`src/rtl/ql_reserved_pkg.sv`:
```
// Shared definitions for the QuickLogic-reserved register window and bus watchdog:
// register offsets, field positions, watchdog state encoding and ID defaults.
package ql_reserved_pkg;

  // Word offsets inside the 8-word reserved window (byte offset >> 2)
  localparam logic [2:0] OFF_CTRL    = 3'd0;
  localparam logic [2:0] OFF_STATUS  = 3'd1;
  localparam logic [2:0] OFF_ERR_ADR = 3'd2;
  localparam logic [2:0] OFF_ERR_CNT = 3'd3;
  localparam logic [2:0] OFF_SCRATCH = 3'd4;
  localparam logic [2:0] OFF_ID      = 3'd6;
  localparam logic [2:0] OFF_REV     = 3'd7;

  localparam int CTRL_WD_EN       = 0;
  localparam int CTRL_IRQ_EN      = 1;
  localparam int CTRL_TIMEOUT_LSB = 8;
  localparam int STATUS_TO        = 0;
  localparam int STATUS_OVF       = 1;
  localparam int ERR_ADR_WE       = 31;

  localparam logic [7:0]  DEF_CUSTOMER_ID = 8'h01;
  localparam logic [7:0]  DEF_PRODUCT_ID  = 8'h00;
  localparam logic [15:0] DEF_MAJOR_REV   = 16'h0001;
  localparam logic [15:0] DEF_MINOR_REV   = 16'h0000;

  typedef enum logic [1:0] {
    WD_IDLE  = 2'd0,
    WD_COUNT = 2'd1,
    WD_FLUSH = 2'd2
  } wd_state_e;

  // Expands four byte enables into a per-bit write mask.
  function automatic logic [31:0] byte_mask(input logic [3:0] be);
    logic [31:0] m;
    for (int i = 0; i < 4; i++) m[8*i +: 8] = {8{be[i]}};
    return m;
  endfunction

endpackage

```
`src/rtl/ql_reserved_watchdog.sv`:
```
// Bus watchdog: counts down from the programmed timeout once a transfer starts and
// issues a default acknowledge plus a timeout pulse if nobody acknowledges in time.
module ql_reserved_watchdog
  import ql_reserved_pkg::*;
#(
  parameter int TIMEOUT_W = 4
) (
  input  logic                 clk,
  input  logic                 rst_n,
  input  logic                 wd_en,
  input  logic [TIMEOUT_W-1:0] timeout,
  input  logic                 cyc,
  input  logic                 stb,
  input  logic                 ack_in,
  output logic                 dflt_ack_nxt,
  output logic                 to_event
);

  localparam logic [TIMEOUT_W-1:0] T_MIN = TIMEOUT_W'(2);
  localparam logic [TIMEOUT_W-1:0] T_ONE = TIMEOUT_W'(1);

  wd_state_e            state, state_nxt;
  logic [TIMEOUT_W-1:0] cnt, cnt_nxt;
  logic [TIMEOUT_W-1:0] load_val;

  // A timeout below 2 cannot be honoured: the FSM needs one COUNT cycle to see an ack.
  assign load_val = (timeout < T_MIN) ? T_MIN : timeout;

  // NOTE: state registers use non-blocking assignments so every flop samples
  // pre-edge values regardless of process evaluation order.
  always_ff @(posedge clk or negedge rst_n) begin
    if (!rst_n) begin
      state <= WD_IDLE;
      cnt   <= '0;
    end else begin
      state <= state_nxt;
      cnt   <= cnt_nxt;
    end
  end

  // NOTE: every output of this block gets a default first, so no path can
  // leave a signal unassigned and infer a latch.
  always_comb begin
    state_nxt    = state;
    cnt_nxt      = cnt;
    dflt_ack_nxt = 1'b0;
    to_event     = 1'b0;
    case (state)
      WD_IDLE: begin
        cnt_nxt = load_val;
        if (wd_en && cyc && stb) state_nxt = WD_COUNT;
      end
      WD_COUNT: begin
        cnt_nxt = cnt - T_ONE;
        if (ack_in || !wd_en) begin
          state_nxt = WD_IDLE;
        end else if (cnt == T_ONE) begin
          dflt_ack_nxt = 1'b1;
          to_event     = 1'b1;
          state_nxt    = WD_FLUSH;
        end
      end
      // The master still holds STB while our default ack is on the bus.
      WD_FLUSH: state_nxt = WD_IDLE;
      default:  state_nxt = WD_IDLE;
    endcase
  end

endmodule

```
`src/rtl/ql_reserved_bus_watchdog.sv`:
```
// QuickLogic-reserved register window with ID/revision words, scratch register and
// a programmable bus-timeout watchdog that records timeouts and can raise an IRQ.
module ql_reserved_bus_watchdog
  import ql_reserved_pkg::*;
#(
  parameter int                   ADDRWIDTH     = 10,
  parameter int                   DATAWIDTH     = 32,
  parameter logic [ADDRWIDTH-1:0] RSV_BASE_ADR  = 'h1E0,
  parameter logic [7:0]           CUSTOMER_ID   = DEF_CUSTOMER_ID,
  parameter logic [7:0]           PRODUCT_ID    = DEF_PRODUCT_ID,
  parameter logic [15:0]          MAJOR_REV     = DEF_MAJOR_REV,
  parameter logic [15:0]          MINOR_REV     = DEF_MINOR_REV,
  parameter logic [31:0]          DEF_REG_VALUE = 32'hDEFFABAC,
  parameter int                   TIMEOUT_W     = 4,
  parameter int                   TIMEOUT_DEF   = 7
) (
  input  logic                 WBs_CLK_i,
  input  logic                 WBs_RSTn_i,
  input  logic [ADDRWIDTH-1:0] WBs_ADR_i,
  input  logic                 WBs_CYC_QL_Reserved_i,
  input  logic                 WBs_CYC_i,
  input  logic                 WBs_STB_i,
  input  logic                 WBs_WE_i,
  input  logic [3:0]           WBs_BYTE_STB_i,
  input  logic [DATAWIDTH-1:0] WBs_DAT_i,
  input  logic                 WBs_ACK_i,
  output logic [DATAWIDTH-1:0] WBs_DAT_o,
  output logic                 WBs_ACK_o,
  output logic                 Timeout_Irq_o
);

  logic                 wd_en, irq_en;
  logic [TIMEOUT_W-1:0] timeout;
  logic                 sts_to, sts_ovf;
  logic [ADDRWIDTH-1:0] err_adr;
  logic                 err_we;
  logic [15:0]          err_cnt;
  logic [31:0]          scratch;

  logic [2:0]  off;
  logic        in_win, reg_ack_nxt, wr;
  logic        wr_ctrl, wr_status, wr_cnt, wr_scratch;
  logic        clr_to, clr_ovf;
  logic [31:0] wmask, ctrl_word, rd_data;
  logic        dflt_ack_nxt, to_event;

  assign off         = WBs_ADR_i[4:2];
  assign in_win      = WBs_ADR_i[ADDRWIDTH-1:5] == RSV_BASE_ADR[ADDRWIDTH-1:5];
  assign reg_ack_nxt = WBs_CYC_QL_Reserved_i & WBs_STB_i & ~WBs_ACK_o;
  // Writes commit on the same edge that raises the register ack.
  assign wr          = reg_ack_nxt & WBs_WE_i & in_win;
  assign wr_ctrl     = wr & (off == OFF_CTRL);
  assign wr_status   = wr & (off == OFF_STATUS);
  assign wr_cnt      = wr & (off == OFF_ERR_CNT);
  assign wr_scratch  = wr & (off == OFF_SCRATCH);
  assign wmask       = byte_mask(WBs_BYTE_STB_i);
  assign clr_to      = wr_status & wmask[STATUS_TO]  & WBs_DAT_i[STATUS_TO];
  assign clr_ovf     = wr_status & wmask[STATUS_OVF] & WBs_DAT_i[STATUS_OVF];

  ql_reserved_watchdog #(
    .TIMEOUT_W (TIMEOUT_W)
  ) u_wd (
    .clk          (WBs_CLK_i),
    .rst_n        (WBs_RSTn_i),
    .wd_en        (wd_en),
    .timeout      (timeout),
    .cyc          (WBs_CYC_i),
    .stb          (WBs_STB_i),
    .ack_in       (WBs_ACK_i),
    .dflt_ack_nxt (dflt_ack_nxt),
    .to_event     (to_event)
  );

  always_ff @(posedge WBs_CLK_i or negedge WBs_RSTn_i) begin
    if (!WBs_RSTn_i) begin
      wd_en         <= 1'b1;
      irq_en        <= 1'b0;
      timeout       <= TIMEOUT_W'(TIMEOUT_DEF);
      sts_to        <= 1'b0;
      sts_ovf       <= 1'b0;
      err_adr       <= '0;
      err_we        <= 1'b0;
      err_cnt       <= '0;
      scratch       <= '0;
      WBs_ACK_o     <= 1'b0;
      Timeout_Irq_o <= 1'b0;
    end else begin
      WBs_ACK_o     <= reg_ack_nxt | dflt_ack_nxt;
      Timeout_Irq_o <= sts_to & irq_en;

      if (wr_ctrl) begin
        wd_en   <= (wd_en & ~wmask[CTRL_WD_EN]) | (WBs_DAT_i[CTRL_WD_EN] & wmask[CTRL_WD_EN]);
        irq_en  <= (irq_en & ~wmask[CTRL_IRQ_EN]) | (WBs_DAT_i[CTRL_IRQ_EN] & wmask[CTRL_IRQ_EN]);
        timeout <= (timeout & ~wmask[CTRL_TIMEOUT_LSB +: TIMEOUT_W])
                 | (WBs_DAT_i[CTRL_TIMEOUT_LSB +: TIMEOUT_W] & wmask[CTRL_TIMEOUT_LSB +: TIMEOUT_W]);
      end
      if (wr_scratch) scratch <= (scratch & ~wmask) | (WBs_DAT_i & wmask);

      // A W1C of TO landing with a new timeout counts as a fresh first timeout.
      sts_to  <= (sts_to & ~clr_to) | to_event;
      sts_ovf <= (sts_ovf & ~clr_ovf) | (to_event & sts_to & ~clr_to);
      if (to_event && (!sts_to || clr_to)) begin
        err_adr <= WBs_ADR_i;
        err_we  <= WBs_WE_i;
      end

      if (wr_cnt)                              err_cnt <= to_event ? 16'd1 : 16'd0;
      else if (to_event && err_cnt != 16'hFFFF) err_cnt <= err_cnt + 16'd1;
    end
  end

  always_comb begin
    ctrl_word = '0;
    ctrl_word[CTRL_WD_EN]                       = wd_en;
    ctrl_word[CTRL_IRQ_EN]                      = irq_en;
    ctrl_word[CTRL_TIMEOUT_LSB +: TIMEOUT_W]    = timeout;
  end

  always_comb begin
    rd_data = DEF_REG_VALUE;
    if (in_win) begin
      case (off)
        OFF_CTRL:    rd_data = ctrl_word;
        OFF_STATUS: begin
          rd_data             = '0;
          rd_data[STATUS_TO]  = sts_to;
          rd_data[STATUS_OVF] = sts_ovf;
        end
        OFF_ERR_ADR: begin
          rd_data                  = '0;
          rd_data[ADDRWIDTH-1:0]   = err_adr;
          rd_data[ERR_ADR_WE]      = err_we;
        end
        OFF_ERR_CNT: rd_data = {16'h0000, err_cnt};
        OFF_SCRATCH: rd_data = scratch;
        OFF_ID:      rd_data = {16'h0000, CUSTOMER_ID, PRODUCT_ID};
        OFF_REV:     rd_data = {MAJOR_REV, MINOR_REV};
        default:     rd_data = DEF_REG_VALUE;
      endcase
    end
  end

  assign WBs_DAT_o = rd_data;

endmodule

```
`config.mk`:
```
export PLATFORM = sky130hd
export DESIGN_NAME = ql_reserved_bus_watchdog
export DESIGN_NICKNAME = d
export VERILOG_FILES = /design/src/rtl/ql_reserved_pkg.sv /design/src/rtl/ql_reserved_watchdog.sv /design/src/rtl/ql_reserved_bus_watchdog.sv
export SDC_FILE = /design/constraint.sdc
export NUM_CORES = 1
export LEC_CHECK = 0
export CAP_MARGIN = 20
export CELL_PAD_IN_SITES_DETAIL_PLACEMENT = 2
export CELL_PAD_IN_SITES_GLOBAL_PLACEMENT = 2
export CORE_UTILIZATION = 30
export CTS_BUF_LIST = sky130_fd_sc_hd__clkbuf_8
export DETAILED_ROUTE_END_ITERATION = 8
export HOLD_SLACK_MARGIN = 0.02
export PLACE_DENSITY = 0.78
export SLEW_MARGIN = 20
export SYNTH_ARGS = -nofsm -noshare
export SYNTH_HDL_FRONTEND = slang
export SYNTH_HIERARCHICAL = 1
export SYNTH_SLANG_ARGS = --single-unit
```
`constraint.sdc`:
```
create_clock -name WBs_CLK_i -period 7.86 [get_ports WBs_CLK_i]
set_input_delay 1.572 -clock WBs_CLK_i [delete_from_list [all_inputs] [get_ports WBs_CLK_i]]
set_output_delay 1.572 -clock WBs_CLK_i [all_outputs]
set_load 0.05 [all_outputs]
```
==> metrics.txt, run 1 <==
fraction of registers with async set/reset=1.00; CTS H-tree depth=3; Post-Route WL=12500 µm; Clock Skew=0.00826 ns; fin crit period=6.40 ns; WL/cell=20.4 µm; CP peak stage delay=0.98 ns; Port Buf Inserts=86; CTS tree=done; final std cells w/o fill=614; First DRT Iteration DRCs=119; CP Launch Type=primary input; Area Overhead vs Synth=30.0%; Antenna Diode Count=0; ranking of synthesized cells by area=dfrtp_1 44%, mux2_1 8.9%, mux2_2 5.6%, mux2_4 3.7%, dfstp_2 2.6%; Post-Syn Area=0.00403 mm²; GRT Util Overall=0.188; gr ovfl total=0; CP Cell Sequence=clkdlybuf4s50_1 > nor2b_1 > nand2_1 > nand2_1 > a221o_1 > clkdlybuf4s50_1; RSZ-0062 raised after global routing=false; number of global-route vias before repair=3590; initial antenna violation count=0; GPL Wtd Cong=between 0.7 and 0.8; EDFF count, synth=0; Crit. End Element=output pin; Setup CP Type=in2out; TritonCTS Buffers=9; Netlist cell types=58; CORE AREA=0.0129 mm²; Hold Path Class=reg2reg; sequential element share of the synthesized area=0.467; number of synthesis warnings=6; Die Y=118 µm; Mapped Nets=414; Fmax achieved=0.156 GHz; CTS max path bufs=2; ys flop type=dfrtp_1; fill cell count=around 1400; buffer count from post-CTS setup fixing=0; fin crit share=0.814; Die Area=0.0139 mm²; flops & latches, synth=75; Inst Count DP=approximately 600; Power Density=around 160 mW/mm²; status=finished clean; Synth Area per Inst=11.3 µm²; drt drc=0; I/O pins=between 80 and 90; FF+latch area=0.00188 mm²; starting density of the core=0.313; clk slew on worst S/H paths=approximately 0.070 ns; CP arrival=4.82 ns; leading area contributor after synthesis=dfrtp_1; largest fanout on the critical path=23; top-count cell post-synth=dfrtp_1; first-pass GRT wire length=roughly 20000 µm; routed vias=3278; Final nets=493; Multi-input gate area=0.00201 mm²; top-area cell type share of the netlist area=0.441; largest net degree at the start of global routing=76; final hold violations=0; Post-DP Area=0.00501 mm²; CTS Hold Bufs=0; Post-synth top cells=71 x dfrtp_1, 32 x mux2_1, 20 x mux2_2; setup TNS=0 ns; CP Data Required Time=6.29 ns; Clock Tree Root=clkbuf_8; Slew headroom=0.341; CTS-repair resized insts=0; post-route ant nets=0; VDD IR-drop max=0.0705 mV; CTS Sinks=75; final setup vio count=0; Leak Pwr=approximately 2.3 nW; Post-Syn Instances=358; Slowest-stage cell, CP=clkdlybuf4s50_1; Skew-Pair Late Insertion Delay=0.36 ns; Design Area, Final=0.00524 mm²; Max Cap Viol=0; Die Wd=around 120 µm; Cell Rows=41; via/cell ratio=approximately 5.3; Final HPWL DP=9210 µm; fin. max-slew vios=0; share of layout cells above drive strength 1=0.143; Tightest Pin Transition=0.988 ns; Initial DRT Pass Iterations=4
==> worst max-delay path, delay by kind of cell <==
family / cells / cell delay [ns]
buffers and inverters: 2 / 1.80
and+or+nand+nor: 3 / 1.20
AOI/OAI and AO/OA: 1 / 0.23
==> layer usage <==
metal	global-route usage	routed length (µm)	vias up	share of wire
met5	0	0	-	0
met4	0.0505	130	0	0.010
met3	0.0407	429	9	0.034
met2	0.326	6280	61	0.50
met1	0.234	5690	1698	0.45
li1	-	-	1510	-
==> worst paths after layout <==
| path | from | to | slack (ns) | cells past startpoint |
|---|---|---|---|---|
| setup reg to reg | u_wd/cnt[1]$_DFFE_PN0P_ | err_cnt[13]$_DFFE_PN0P_ | 4.99 | 9 |
| hold reg to reg | register | register | 0.49 | 1 |
| setup / recovery | WBs_ADR_i[4] | WBs_DAT_o[7] | 1.46 | 6 |
| hold / removal | register | register | 0.49 | 1 |
| min in group asynchronous | WBs_RSTn_i | u_wd/cnt[2]$_DFFE_PN0P_ | 1.37 | 1 |
| max in group asynchronous | WBs_RSTn_i | async pin | 5.85 | 1 |
==> logic make-up after synthesis <==
logic type | Yosys count | synth area share
AOI/OAI and AO/OA | 72 | 0.128
muxes | 64 | 0.187
xor gates and xnor gates | 1 | 0.00217
DFF | 75 | 0.467
and+or+nand+nor | 115 | 0.172
adders and majority gates | 3 | 0.00931
buffers and inverters | 28 | 0.0338
==> area by class of cell <==
| cell class | count | area share |
|---|---|---|
| Multi-Input combinational cell | 255 | 0.384 |
| Sequential cell | 75 | 0.359 |
| Timing Repair Buffer | 88 | 0.167 |
| Tap cell | 172 | 0.0411 |
| Clock buffer | 11 | 0.0289 |
| Clock inverter | 5 | 0.0146 |
| Inverter | 8 | 0.00573 |
==> power by group <==
group | internal (mW) | total, mW | switching, mW
sequential | 0.391 | 0.395 | 0.00398
clock | 0.195 | 0.343 | 0.148
combinational | 0.0388 | 0.0787 | 0.0399
==> placed cells by master, fill, tap and decap left out, types with 5 or more instances in the layout <==
cell / count
nor2_1: 17
nor3_1: 7
mux2_1: 32
or4_1: 7
nand4_1: 11
a221o_1: 6
clkbuf_8: 11
dfrtp_1: 71
clkdlybuf4s50_1: 85
a22oi_1: 7
mux2_2: 20
inv_1: 9
nand3_1: 9
nand3b_1: 9
and4_1: 5
a21o_1: 13
a21oi_1: 13
o21ai_0: 8
mux2_4: 10
o31ai_1: 7
nand2_1: 19
==> through the flow <==
| step | util | hold WS, ns | total power [mW] | worst slack (ns) |
|---|---|---|---|---|
| global placement | 0.389 | 0.468 | 0.480 | 1.70 |
| detailed placement | 0.389 | 0.477 | 0.482 | 1.51 |
| finish | 0.407 | 0.493 | 0.817 | 1.46 |
| CTS | 0.407 | 0.494 | 0.830 | 1.42 |
| global route | 0.407 | 0.510 | 0.847 | 1.25 |
| floorplan | - | 0.456 | 0.432 | 3.24 |
Power figures use the tool's default switching activity.
==> run 2, diff against run 1 <==
Clock period 7.86 ns to 6.49 ns, I/O delays scaled along.
==> metrics.txt, run 2 (same netlist as run 1, synthesis figures left out) <==
via/cell ratio=5.37; Slowest-stage cell, CP=clkdlybuf4s50_1; GPL Wtd Cong=0.785; CP peak stage delay=about 0.80 ns; initial antenna violation count=0; Crit. End Element=output pin; CORE AREA=between 0.01 and 0.015 mm²; CP Cell Sequence=clkdlybuf4s50_1 > nor2b_1 > nand2_1 > nand2_1 > a221o_1 > clkdlybuf4s50_1; FF+latch area=0.00188 mm²; Slew headroom=0.337; largest fanout on the critical path=23; Setup WS pre-CTS=around 0.94 ns; CTS Sinks=75; first-pass GRT wire length=20900 µm; Area Overhead vs Synth=29.4%; GRT busiest layer=met2; fin. max-slew vios=0; starting density of the core=0.313; Die Area=0.0139 mm²; setup TNS=0 ns; number of buffers and inverters on the critical path=2; drt drc=0; buffer count from post-CTS setup fixing=0; most common cell after layout, fill and taps aside=clkdlybuf4s50_1; share of layout cells above drive strength 1=0.146; Setup CP Type=in2out; final hold violations=0; post-route ant nets=0; RSZ-0062 raised after global routing=false; final worst slack=0.968 ns; Largest delay share family, worst path=buffers and inverters; Clock Tree Root=clkbuf_8; fin crit share=0.851; CTS tree=done; Final HPWL DP=9540 µm; Port Buf Inserts=86; Initial DRT Pass Iterations=4; M1 GR Usage=0.247; largest net degree at the start of global routing=76; fin crit period=about 5.5 ns; Skew-Pair Late Insertion Delay=approximately 0.36 ns; VDD IR-drop max=0.0885 mV; Max Cap Viol=0; total power=0.909 mW; Die Y=118 µm; Antenna Diode Count=0; Tightest Pin Transition=0.995 ns; most frequent cells in the layout=85 x clkdlybuf4s50_1, 71 x dfrtp_1, 32 x mux2_1; CTS-repair resized insts=0; Multi-input gate area=0.00201 mm²; Hold Path Class=reg2reg; worst r2r src=u_wd/cnt[1]$_DFFE_PN0P_; Power Density=174 mW/mm²; start point of the critical path=WBs_ADR_i[3]; clk slew on worst S/H paths=0.08 ns; I/O pins=87; WL/cell=20.9 µm; CTS Hold Bufs=0; GRT Util Overall=0.196; status=finished clean; gr ovfl total=0; routing usage on met3=0.0383; CP Launch Type=primary input; fill cell count=1349; final setup vio count=0; CP arrival=4.22 ns; CP Data Required Time=5.19 ns; Cell Rows=41; Post-DP Area=a little over 0.005 mm²; First DRT Iteration DRCs=123; Fmax achieved=0.181 GHz; routed vias=3316; number of global-route vias before repair=3764; TritonCTS Buffers=9; GR Util met2=0.321; worst hold margin=0.498 ns; CTS max path bufs=2; Post-Route WL=roughly 13000 µm; Clock Skew=0.0106 ns; Design Area, Final=0.00522 mm²; Leak Pwr=2.28 nW; Final nets=497; CTS H-tree depth=3; Die Wd=118 µm
-- run 2: changes by cell type in the layout (fill, tap and decap cells not counted), sizes merged --
| cell | delta |
|---|---|
| bufinv | -2 |
| clkinv | +1 |
| inv | +2 |
| clkinvlp | -1 |
| buf | +4 |
-- run 2: area by class of cell --
cell class | instances | share of cell area
clock inverter | 5 | 0.00408
timing repair buffer | 92 | 0.173
multi-input combinational | 255 | 0.386
tap | 172 | 0.0412
clock buffer | 11 | 0.0290
inverter | 8 | 0.00576
sequential | 75 | 0.361
-- run 2: worst register-to-register path, stage by stage, from the launching register on --
cell and delay (ns):
dfrtp_1 0.40, inv_1 0.09, ha_1 0.15, or3b_4 0.39, nor4_1 0.27, buf_4 0.25, and4_1 0.30, nand3_2 0.19
or4_1 0.55, a21oi_1 0.15
-- run 2: power by group --
part / switching (mW) / internal, mW
clock network: 0.178 / 0.155
registers: 0.00518 / 0.474
logic: 0.0491 / 0.0481
total: 0.233 / 0.676
-- run 2: worst paths after layout --
kind | to | slack [ns] | cells past startpoint
setup / recovery | WBs_DAT_o[7] | 0.97 | 6
hold / removal | register | 0.50 | 1
setup reg to reg | err_cnt[15]$_DFFE_PN0P_ | 3.68 | 9
hold reg to reg | register | 0.50 | 1
max in group asynchronous | err_cnt[3]$_DFFE_PN0P_ | 4.76 | 1
min in group asynchronous | u_wd/cnt[2]$_DFFE_PN0P_ | 1.10 | 1
-- run 2: routing by layer --
| metal | vias to the layer above | share of wire |
|---|---|---|
| li1 | 1516 | - |
| met1 | 1714 | 0.45 |
| met2 | 69 | 0.49 |
| met3 | 17 | 0.033 |
| met4 | 0 | 0.022 |
| met5 | - | 0 |
-- run 2: through the flow --
| stage | std cells | utilization |
|---|---|---|
| after floorplan | 358 | - |
| after global placement | 602 | 0.392 |
| after detailed placement | 602 | 0.392 |
| after CTS | 618 | 0.405 |
| after global routing | 618 | 0.405 |
| final | 618 | 0.405 |
==> run 3, diff against run 2 <==
Settings changed: CTS_CLUSTER_SIZE set to 16.
Clock period 6.49 ns to 6.6 ns, I/O delays scaled along.
==> metrics.txt, run 3 (same netlist as run 1, synthesis figures left out) <==
status=finished clean; Initial DRT Pass Iterations=4; reg-to-reg endpoint=err_cnt[15]$_DFFE_PN0P_; CTS Hold Bufs=0; routed vias=3295; Die Area=0.0139 mm²; most common cell after layout, fill and taps aside=clkdlybuf4s50_1; Power Density=169 mW/mm²; Max Cap Viol=0; Port Buf Inserts=86; starting density of the core=0.313; worst r2r src=u_wd/cnt[1]$_DFFE_PN0P_; CTS-repair resized insts=0; clk slew on worst S/H paths=0.07 ns; Leak Pwr=around 2.3 nW; TritonCTS Buffers=9; post-route ant nets=0; Net Sw Frac=0.256; final setup vio count=0; CP Cell Sequence=clkdlybuf4s50_1 > nand3_1 > nor2_2 > nand2_1 > a221o_1 > clkdlybuf4s50_1; First DRT Iteration DRCs=94; drt drc=0; crit-path most repeated cell=clkdlybuf4s50_1; via/cell ratio=about 5.3; CP Data Required Time=around 5.3 ns; setup TNS=0 ns; initial antenna violation count=0; Cell Int Power=approximately 0.65 mW; CP arrival=4.31 ns; most frequent cells in the layout=85 x clkdlybuf4s50_1, 71 x dfrtp_1, 32 x mux2_1; CP Launch Type=primary input; WL/cell=roughly 20 µm; worst hold stages=1; Clock Skew=0.00618 ns; Flop pwr share=0.535; Area Overhead vs Synth=29.4%; GPL Wtd Cong=0.797; Cell Rows=41; largest fanout on the critical path=23; largest net degree at the start of global routing=between 70 and 80; number of global-route vias before repair=3786; Crit. End Element=output pin; Post-Route WL=12600 µm; Clock power frac=0.355; CORE AREA=0.0129 mm²; switching pwr=0.225 mW; fin crit period=5.63 ns; fin. max-slew vios=0; share of layout cells above drive strength 1=0.148; I/O pins=a little under 90; Setup CP Type=in2out; reg2reg setup slack=between 3 and 4 ns; Slew headroom=0.338; Die Wd=roughly 120 µm; Setup WS pre-CTS=roughly 0.96 ns; Hold Path Class=reg2reg; final hold violations=0; Slowest-stage cell, CP=clkdlybuf4s50_1; combinational share of power=0.109; gr ovfl total=0; Final nets=between 400 and 500; fill cell count=1369; Tightest Pin Transition=slightly below 1 ns; total power=0.879 mW; final worst slack=0.966 ns; CP peak stage delay=0.71 ns; Fmax achieved=0.177 GHz; GRT Util Overall=0.192; Antenna Diode Count=0; CTS max path bufs=2; Final HPWL DP=about 9500 µm; Register-to-Register Path Depth=9; CTS tree=done; first-pass GRT wire length=between 20000 and 25000 µm; Skew-Pair Late Insertion Delay=between 0.3 and 0.4 ns; Clock Tree Root=clkbuf_8; CTS H-tree depth=3; Largest delay share family, worst path=buffers and inverters; VDD IR-drop max=~0.071 mV; Die Y=118 µm; RSZ-0062 raised after global routing=false; number of buffers and inverters on the critical path=2; CTS Sinks=75; buffer count from post-CTS setup fixing=0; fin crit share=0.854
-- run 3: cell count changes in the layout (fill, tap and decap cells not counted) --
cell      previous run  this run
buf_4                7         8
clkbuf_8            11        10
clkinv_2             2         3
-- run 3: power groups by stage --
stage | clock [mW] | combinational, mW | sequential [mW]
2_1_floorplan | 0 | 0.0352 | 0.479
3_3_place_gp | 0 | 0.0941 | 0.479
3_5_place_dp | 0 | 0.0968 | 0.480
4_1_cts | 0.325 | 0.0973 | 0.471
5_1_grt | 0.342 | 0.103 | 0.472
6_report | 0.313 | 0.0960 | 0.471
-- run 3: worst max-delay path by stage --
stage | from | to | slack, ns | cells past startpoint
2_1_floorplan | WBs_ADR_i[2] | WBs_DAT_o[0] | 2.48 | 6
3_3_place_gp | WBs_ADR_i[7] | WBs_DAT_o[5] | 1.06 | 6
3_5_place_dp | WBs_ADR_i[7] | WBs_DAT_o[11] | 0.96 | 6
4_1_cts | WBs_ADR_i[7] | WBs_DAT_o[3] | 0.95 | 6
5_1_grt | WBs_ADR_i[7] | WBs_DAT_o[3] | 0.75 | 6
6_report | WBs_ADR_i[7] | WBs_DAT_o[3] | 0.97 | 6
-- run 3: worst register-to-register path, cell delays in order (launching register included) --
cell	delay [ns]
dfrtp_1	0.40
inv_1	0.09
ha_1	0.16
or3b_4	0.39
nor4_1	0.30
buf_4	0.25
and4_1	0.31
nand3_2	0.20
or4_1	0.55
a21oi_1	0.18
-- run 3: per-stage QoR --
stage          instances  cell area [µm²]  hold slack (ns)   util
2_1_floorplan        358             4030            0.456      -
3_3_place_gp         603             5050            0.468  0.392
3_5_place_dp         603             5050            0.479  0.392
4_1_cts              619             5220            0.496  0.405
5_1_grt              619             5220            0.508  0.405
6_report             619             5220            0.497  0.405
-- run 3: area by class of cell --
cell class / count / area [µm²] / share of cell area
inverters: 8 / 30.0 / 0.00576
repair buffers: 93 / 911 / 0.175
flip-flops and latches: 75 / 1880 / 0.361
clock buffers: 10 / 138 / 0.0264
well taps: 172 / 215 / 0.0413
multi-input cells: 255 / 2010 / 0.386
clock inverters: 6 / 26.3 / 0.00504
-- run 3: per-layer routing --
layer | wire length [µm] | GRT usage | up-vias
met5 | 0 | 0 | -
met4 | 151 | 0.0481 | 0
met3 | 404 | 0.0441 | 10
met2 | 6410 | 0.333 | 60
met1 | 5660 | 0.240 | 1708
li1 | - | - | 1517
